`src/rtl/mem_port_arbiter.sv`:
```
// mem_port_arbiter
//   Shares one single-port unified memory between the instruction fetch (I)
//   and data load/store (D) requesters. Exactly one memory transaction is in
//   flight at a time. The winning request is registered, presented on the
//   memory request channel, and the response is routed back to its owner.
//   D has priority over I. A starvation counter forces an I grant after
//   STARVE_MAX consecutive lost arbitrations.
//
// Ports
//   clk, rst                 clock, synchronous active-high reset
//   i_req_*                  fetch request channel (valid/ready/addr)
//   i_resp_*                 fetch response (1-cycle valid pulse + data)
//   d_req_*                  load/store request channel (valid/ready/addr/we/wdata/wstrb)
//   d_resp_*                 load data / store ack (1-cycle valid pulse + data)
//   m_req_*                  memory request channel, fields registered
//   m_resp_*                 memory response (also pulses for a store ack)
//   busy                     a transaction is owned (state is not IDLE)
//
// States
//   IDLE | arbitrate; accept the winner and latch its fields
//   REQ  | present the latched request until the memory accepts it
//   RESP | wait for the memory response and forward it to the owner

module mem_port_arbiter #(
  parameter int ADDR_W     = 32,
  parameter int DATA_W     = 32,
  parameter int STARVE_MAX = 4
) (
  input  logic                clk,
  input  logic                rst,
  input  logic                i_req_valid,
  output logic                i_req_ready,
  input  logic [ADDR_W-1:0]   i_req_addr,
  output logic                i_resp_valid,
  output logic [DATA_W-1:0]   i_resp_data,
  input  logic                d_req_valid,
  output logic                d_req_ready,
  input  logic [ADDR_W-1:0]   d_req_addr,
  input  logic                d_req_we,
  input  logic [DATA_W-1:0]   d_req_wdata,
  input  logic [DATA_W/8-1:0] d_req_wstrb,
  output logic                d_resp_valid,
  output logic [DATA_W-1:0]   d_resp_data,
  output logic                m_req_valid,
  input  logic                m_req_ready,
  output logic [ADDR_W-1:0]   m_req_addr,
  output logic                m_req_we,
  output logic [DATA_W-1:0]   m_req_wdata,
  output logic [DATA_W/8-1:0] m_req_wstrb,
  input  logic                m_resp_valid,
  input  logic [DATA_W-1:0]   m_resp_data,
  output logic                busy
);

  localparam int          STRB_W     = DATA_W / 8;
  localparam logic [3:0]  STARVE_LIM = 4'(STARVE_MAX);

  typedef enum logic [1:0] {
    IDLE = 2'd0,
    REQ  = 2'd1,
    RESP = 2'd2
  } state_t;

  state_t              state, state_nxt;
  logic                owner_i, owner_i_nxt;   // 1 = fetch owns the transaction
  logic [3:0]          starve_cnt, starve_nxt;
  logic [ADDR_W-1:0]   addr_q, addr_nxt;
  logic                we_q, we_nxt;
  logic [DATA_W-1:0]   wdata_q, wdata_nxt;
  logic [STRB_W-1:0]   wstrb_q, wstrb_nxt;

  logic                grant_d, grant_i;
  logic                resp_fire;

  // D wins any contest except when fetch has already lost STARVE_MAX times.
  assign grant_d = d_req_valid && !(i_req_valid && (starve_cnt == STARVE_LIM));
  assign grant_i = i_req_valid && !grant_d;

  always_comb begin
    state_nxt    = state;
    owner_i_nxt  = owner_i;
    starve_nxt   = starve_cnt;
    addr_nxt     = addr_q;
    we_nxt       = we_q;
    wdata_nxt    = wdata_q;
    wstrb_nxt    = wstrb_q;
    i_req_ready  = 1'b0;
    d_req_ready  = 1'b0;
    m_req_valid  = 1'b0;
    resp_fire    = 1'b0;

    case (state)
      IDLE: begin
        if (grant_d) begin
          d_req_ready = 1'b1;
          owner_i_nxt = 1'b0;
          addr_nxt    = d_req_addr;
          we_nxt      = d_req_we;
          wdata_nxt   = d_req_wdata;
          wstrb_nxt   = d_req_wstrb;
          state_nxt   = REQ;
          // A D win while I waits can only happen below the limit, so this
          // increment saturates at STARVE_MAX by construction.
          if (i_req_valid && (starve_cnt != STARVE_LIM)) begin
            starve_nxt = starve_cnt + 4'd1;
          end
        end else if (grant_i) begin
          i_req_ready = 1'b1;
          owner_i_nxt = 1'b1;
          addr_nxt    = i_req_addr;
          we_nxt      = 1'b0;
          wdata_nxt   = '0;
          wstrb_nxt   = '0;
          starve_nxt  = 4'd0;
          state_nxt   = REQ;
        end
      end
      REQ: begin
        m_req_valid = 1'b1;
        if (m_req_ready) begin
          state_nxt = RESP;
        end
      end
      RESP: begin
        if (m_resp_valid) begin
          resp_fire = 1'b1;
          state_nxt = IDLE;
        end
      end
      default: begin
        state_nxt = IDLE;
      end
    endcase

    // Reset wins over any accept or response in the same cycle.
    if (rst) begin
      i_req_ready = 1'b0;
      d_req_ready = 1'b0;
      resp_fire   = 1'b0;
    end
  end

  always_ff @(posedge clk) begin
    if (rst) begin
      state      <= IDLE;
      owner_i    <= 1'b0;
      starve_cnt <= 4'd0;
      addr_q     <= '0;
      we_q       <= 1'b0;
      wdata_q    <= '0;
      wstrb_q    <= '0;
    end else begin
      state      <= state_nxt;
      owner_i    <= owner_i_nxt;
      starve_cnt <= starve_nxt;
      addr_q     <= addr_nxt;
      we_q       <= we_nxt;
      wdata_q    <= wdata_nxt;
      wstrb_q    <= wstrb_nxt;
    end
  end

  assign m_req_addr   = addr_q;
  assign m_req_we     = we_q;
  assign m_req_wdata  = wdata_q;
  assign m_req_wstrb  = wstrb_q;
  assign busy         = (state != IDLE);

  assign i_resp_valid = resp_fire && owner_i;
  assign d_resp_valid = resp_fire && !owner_i;
  assign i_resp_data  = i_resp_valid ? m_resp_data : '0;
  assign d_resp_data  = d_resp_valid ? m_resp_data : '0;

endmodule

```
`config.mk`:
```
export PLATFORM = sky130hd
export DESIGN_NAME = mem_port_arbiter
export DESIGN_NICKNAME = d
export VERILOG_FILES = /design/src/rtl/mem_port_arbiter.sv
export SDC_FILE = /design/constraint.sdc
export NUM_CORES = 1
export LEC_CHECK = 0
export BUFFER_PORTS_ARGS = -buffer_cell sky130_fd_sc_hd__buf_2
export CAP_MARGIN = 0
export CORE_ASPECT_RATIO = 0.6
export CORE_MARGIN = 2
export CORE_UTILIZATION = 35
export CTS_CLUSTER_SIZE = 25
export DETAILED_ROUTE_END_ITERATION = 6
export PLACE_DENSITY_LB_ADDON = 0.1
export SYNTH_ARGS = -nofsm -noshare
export SYNTH_HDL_FRONTEND = slang
export SYNTH_SLANG_ARGS = --single-unit
export TNS_END_PERCENT = 20
```
`constraint.sdc`:
```
create_clock -name clk -period 1.7 [get_ports clk]
set_clock_uncertainty 0.2 [all_clocks]
set_input_delay 0.255 -clock clk [delete_from_list [all_inputs] [get_ports clk]]
set_output_delay 0.255 -clock clk [all_outputs]
set_load 0.02 [all_outputs]
```
==> summary.txt <==
Logic synthesis
  • Syn Nets: 567
  • Ys Warns: 0
  • Synth cell types: 30
  • Synthesized instance count: 426
  • Synth area leader: dfxtp_1
  • Avg Inst Size Synth: 8.10 um2
  • Share of the synthesized area in the top cell type: 44.1%
  • Synthesized flop and latch total: 76
  • Register area share after synthesis: 44.1%
  • Post-synthesis cell area: 3450 um2
  • Leading post-synthesis cells by cell area: dfxtp_1 44%, and2_1 12%, a22oi_1 8.3%

Detailed routing
  • Via count: 4397
  • DR WL/cell: 15.8 um
  • Final WL: 14.3 mm
  • Drt first-iter violations: 184
  • DRT Pass-1 Iters: 4
  • Vias per cell: 4.85
  • Final ANT Viol Nets: 0
  • DRC errors left: 0

Pwr
  • Comb pwr share: 26.8%
  • Clk pwr share: 34.2%
  • Power density cells: 761 nW/um2
  • Switching Fraction: 31.5%
  • VDD IR max: 469 uV
  • Reg power frac: 39.0%
  • P_sw: 1.64 mW
  • P_leak: 3.26 nW
  • Internal: 3.56 mW
  • Total power draw: 5.19 mW

Clocking
  • CTS tree: built
  • Clock Path Buffers: 2
  • CTS root buffer: clkbuf_16
  • Num Clock Sinks: 76
  • Clock Pin Slew Worst Setup and Hold Paths: 60 ps
  • CTS buffer count: 9
  • Setup bufs post-CTS: 0
  • Max H-tree Level: 3
  • Clock Latency Late Sink: 330 ps

Floorplanning
  • Total core area: 9700 um2
  • DIE AREA: 10700 um2
  • Die width: 132 um
  • Initial Utilization: 35.5%
  • Boundary pin count: 278
  • FP Rows: 28
  • Height of the die: 80.9 um

Min path
  • Min-delay worst type: in -> reg

STA
  • Slew @ Worst Pin: 545 ps
  • RSZ-0062 raised after global routing: yes
  • Final worst slack: -388 ps
  • Final Hold Fails: 0
  • Final Hold Slack: 53.6 ps
  • Slew HR: 63.7%
  • Setup violations, final: 74
  • Final period utilization: 123%
  • Achievable Freq: 479 MHz
  • Final Slew Violations: 0
  • Setup_tns: -23330 ps
  • Post-route minimum period: 2090 ps

Cells and area
  • P&R area growth vs syn: 97.8%
  • Commonest non-fill, non-tap cell in the layout: buf_2
  • FF+latch area: 1530 um2
  • Multi-input logic area: 2030 um2
  • Commonest cells after routing, fill and taps aside: 209 x buf_2, 73 x dfxtp_1, 71 x nor2_1
  • Share of cells above drive strength 1: 54.4%
  • Layout fillers: 744
  • Nets: 908
  • Number of diodes: 0

Place
  • IO Port Bufs: 277
  • RePlAce Congestion: 0.850
  • HPWL Detailed: 8.61 mm

Global route
  • Initial antenna violation count: 0
  • Largest net degree at the start of global routing: 52
  • Global-route wire length before repair: 21.2 mm
  • GR Overflow Total: 0
  • Vias in the first global route: 4249
  • GRT Resource Usage Total: 24.6%

Worst setup path
  • Worst-path cell chain: nor3b_4, and3_4, buf_16, and2_2, buf_6
  • Critical path's slowest cell: dfxtp_2
  • Setup crit end kind: output pin
  • Critical Path Start Type: register
  • Crit path max fanout: 16
  • CP peak stage delay: 340 ps
  • Critical Setup Path Class: reg -> out
  • CP required: 1240 ps
  • CP arrival: 1630 ps

Job
  • Max-Cap Viols: 0

Outcome
  • Failing checks: negative setup slack
  • Status: finished, violations left
-- synth_stat cells --
| master | instances |
|---|---|
| a211oi_1 | 32 |
| a21oi_1 | 36 |
| a21oi_4 | 1 |
| a22oi_1 | 38 |
| a31oi_1 | 1 |
| and2_1 | 65 |
| and3_1 | 2 |
| buf_2 | 11 |
| buf_4 | 4 |
| buf_6 | 3 |
| clkbuf_1 | 19 |
| dfxtp_1 | 76 |
| ha_1 | 2 |
| inv_1 | 4 |
| inv_2 | 1 |
| nand2_1 | 39 |
| nand2b_1 | 1 |
| nand4_1 | 2 |
| nand4b_1 | 1 |
| nor2_1 | 72 |
| nor2_2 | 1 |
| nor2_4 | 1 |
| nor2b_1 | 2 |
| nor3_1 | 4 |
| nor3b_1 | 1 |
| nor4_1 | 1 |
| o211ai_1 | 1 |
| o21ai_0 | 2 |
| o21ai_2 | 1 |
| or3_1 | 2 |
-- area by class of cell --
type	count	share of cell area (%)
Sequential cell	76	22.4
Tap cell	135	2.48
Clock buffer	10	3.36
Timing Repair Buffer	367	41.0
Inverter	5	0.312
Multi-Input combinational cell	308	29.8
Clock inverter	6	0.734
-- layer usage --
layer	global-route usage [%]	up-vias	wire length (um)
met4	7.28	0	246
met5	0	-	0
met1	30.3	2061	5950
met3	6.37	26	934
met2	43.1	173	7190
li1	-	2137	-
-- power by group through the flow --
stage | clock [mW] | combinational [mW] | sequential (mW)
floorplan | 0 | 0.493 | 2.23
global placement | 0 | 1.13 | 2.05
detailed placement | 0 | 1.15 | 2.05
CTS | 1.84 | 1.30 | 2.02
global route | 1.91 | 1.50 | 2.04
finish | 1.78 | 1.39 | 2.02
-- registers in the layout, summed over array words and instances, names as in the netlist --
signal	count
m_req_addr	32
m_req_wdata	32
m_req_wstrb	4
starve_cnt	4
state	2
m_req_we	1
owner_i	1
-- kinds of logic (layout without fill, tap and decap cells) --
logic type	after synthesis	in the layout	share of synthesized area, %
AOI/OAI and AO/OA	112	112	21.9
adders and majority gates	2	2	0.725
buffers and inverters	42	388	6.06
DFF	76	76	44.1
and+or+nand+nor	194	194	27.2
-- worst paths after layout --
check	from	to	slack, ps	cells past startpoint
setup / recovery	state[0]	i_resp_data[27]	-390	5
hold / removal	d_req_addr[2]	m_req_addr[2]	50	3
setup reg to reg	starve_cnt[0]	m_req_addr[10]	-50	7
hold reg to reg	m_req_addr[18]	m_req_addr[18]	300	2
-- critical path, delay by kind of cell (launching register included) --
kind / cells / cell delay [ps]
flip-flops: 1 / 340
AND/OR/NAND/NOR: 3 / 690
buffers and inverters: 2 / 270
-- through the flow --
| stage | instances | area, um2 | utilization, % | setup WS [ps] |
|---|---|---|---|---|
| after floorplan | 426 | 3560 | - | -24.5 |
| after global placement | 818 | 5140 | 52.9 | -88.3 |
| after detailed placement | 818 | 5140 | 52.9 | -98.0 |
| after CTS | 905 | 6590 | 67.9 | -310 |
| after global routing | 907 | 6820 | 70.3 | -440 |
| final | 907 | 6820 | 70.3 | -388 |
-- timing repair --
| item | in CTS | in global routing |
|---|---|---|
| setup endpoints to repair | 107 | 142 |
| cloned | 1 | 2 |
| resized for setup | 145 | 52 |
| hold buffers | 70 | 0 |
| pin swaps | 16 | 41 |
| endpoints found under the hold margin | 71 | 0 |
Note: power is estimated with default switching activity, not from simulation.
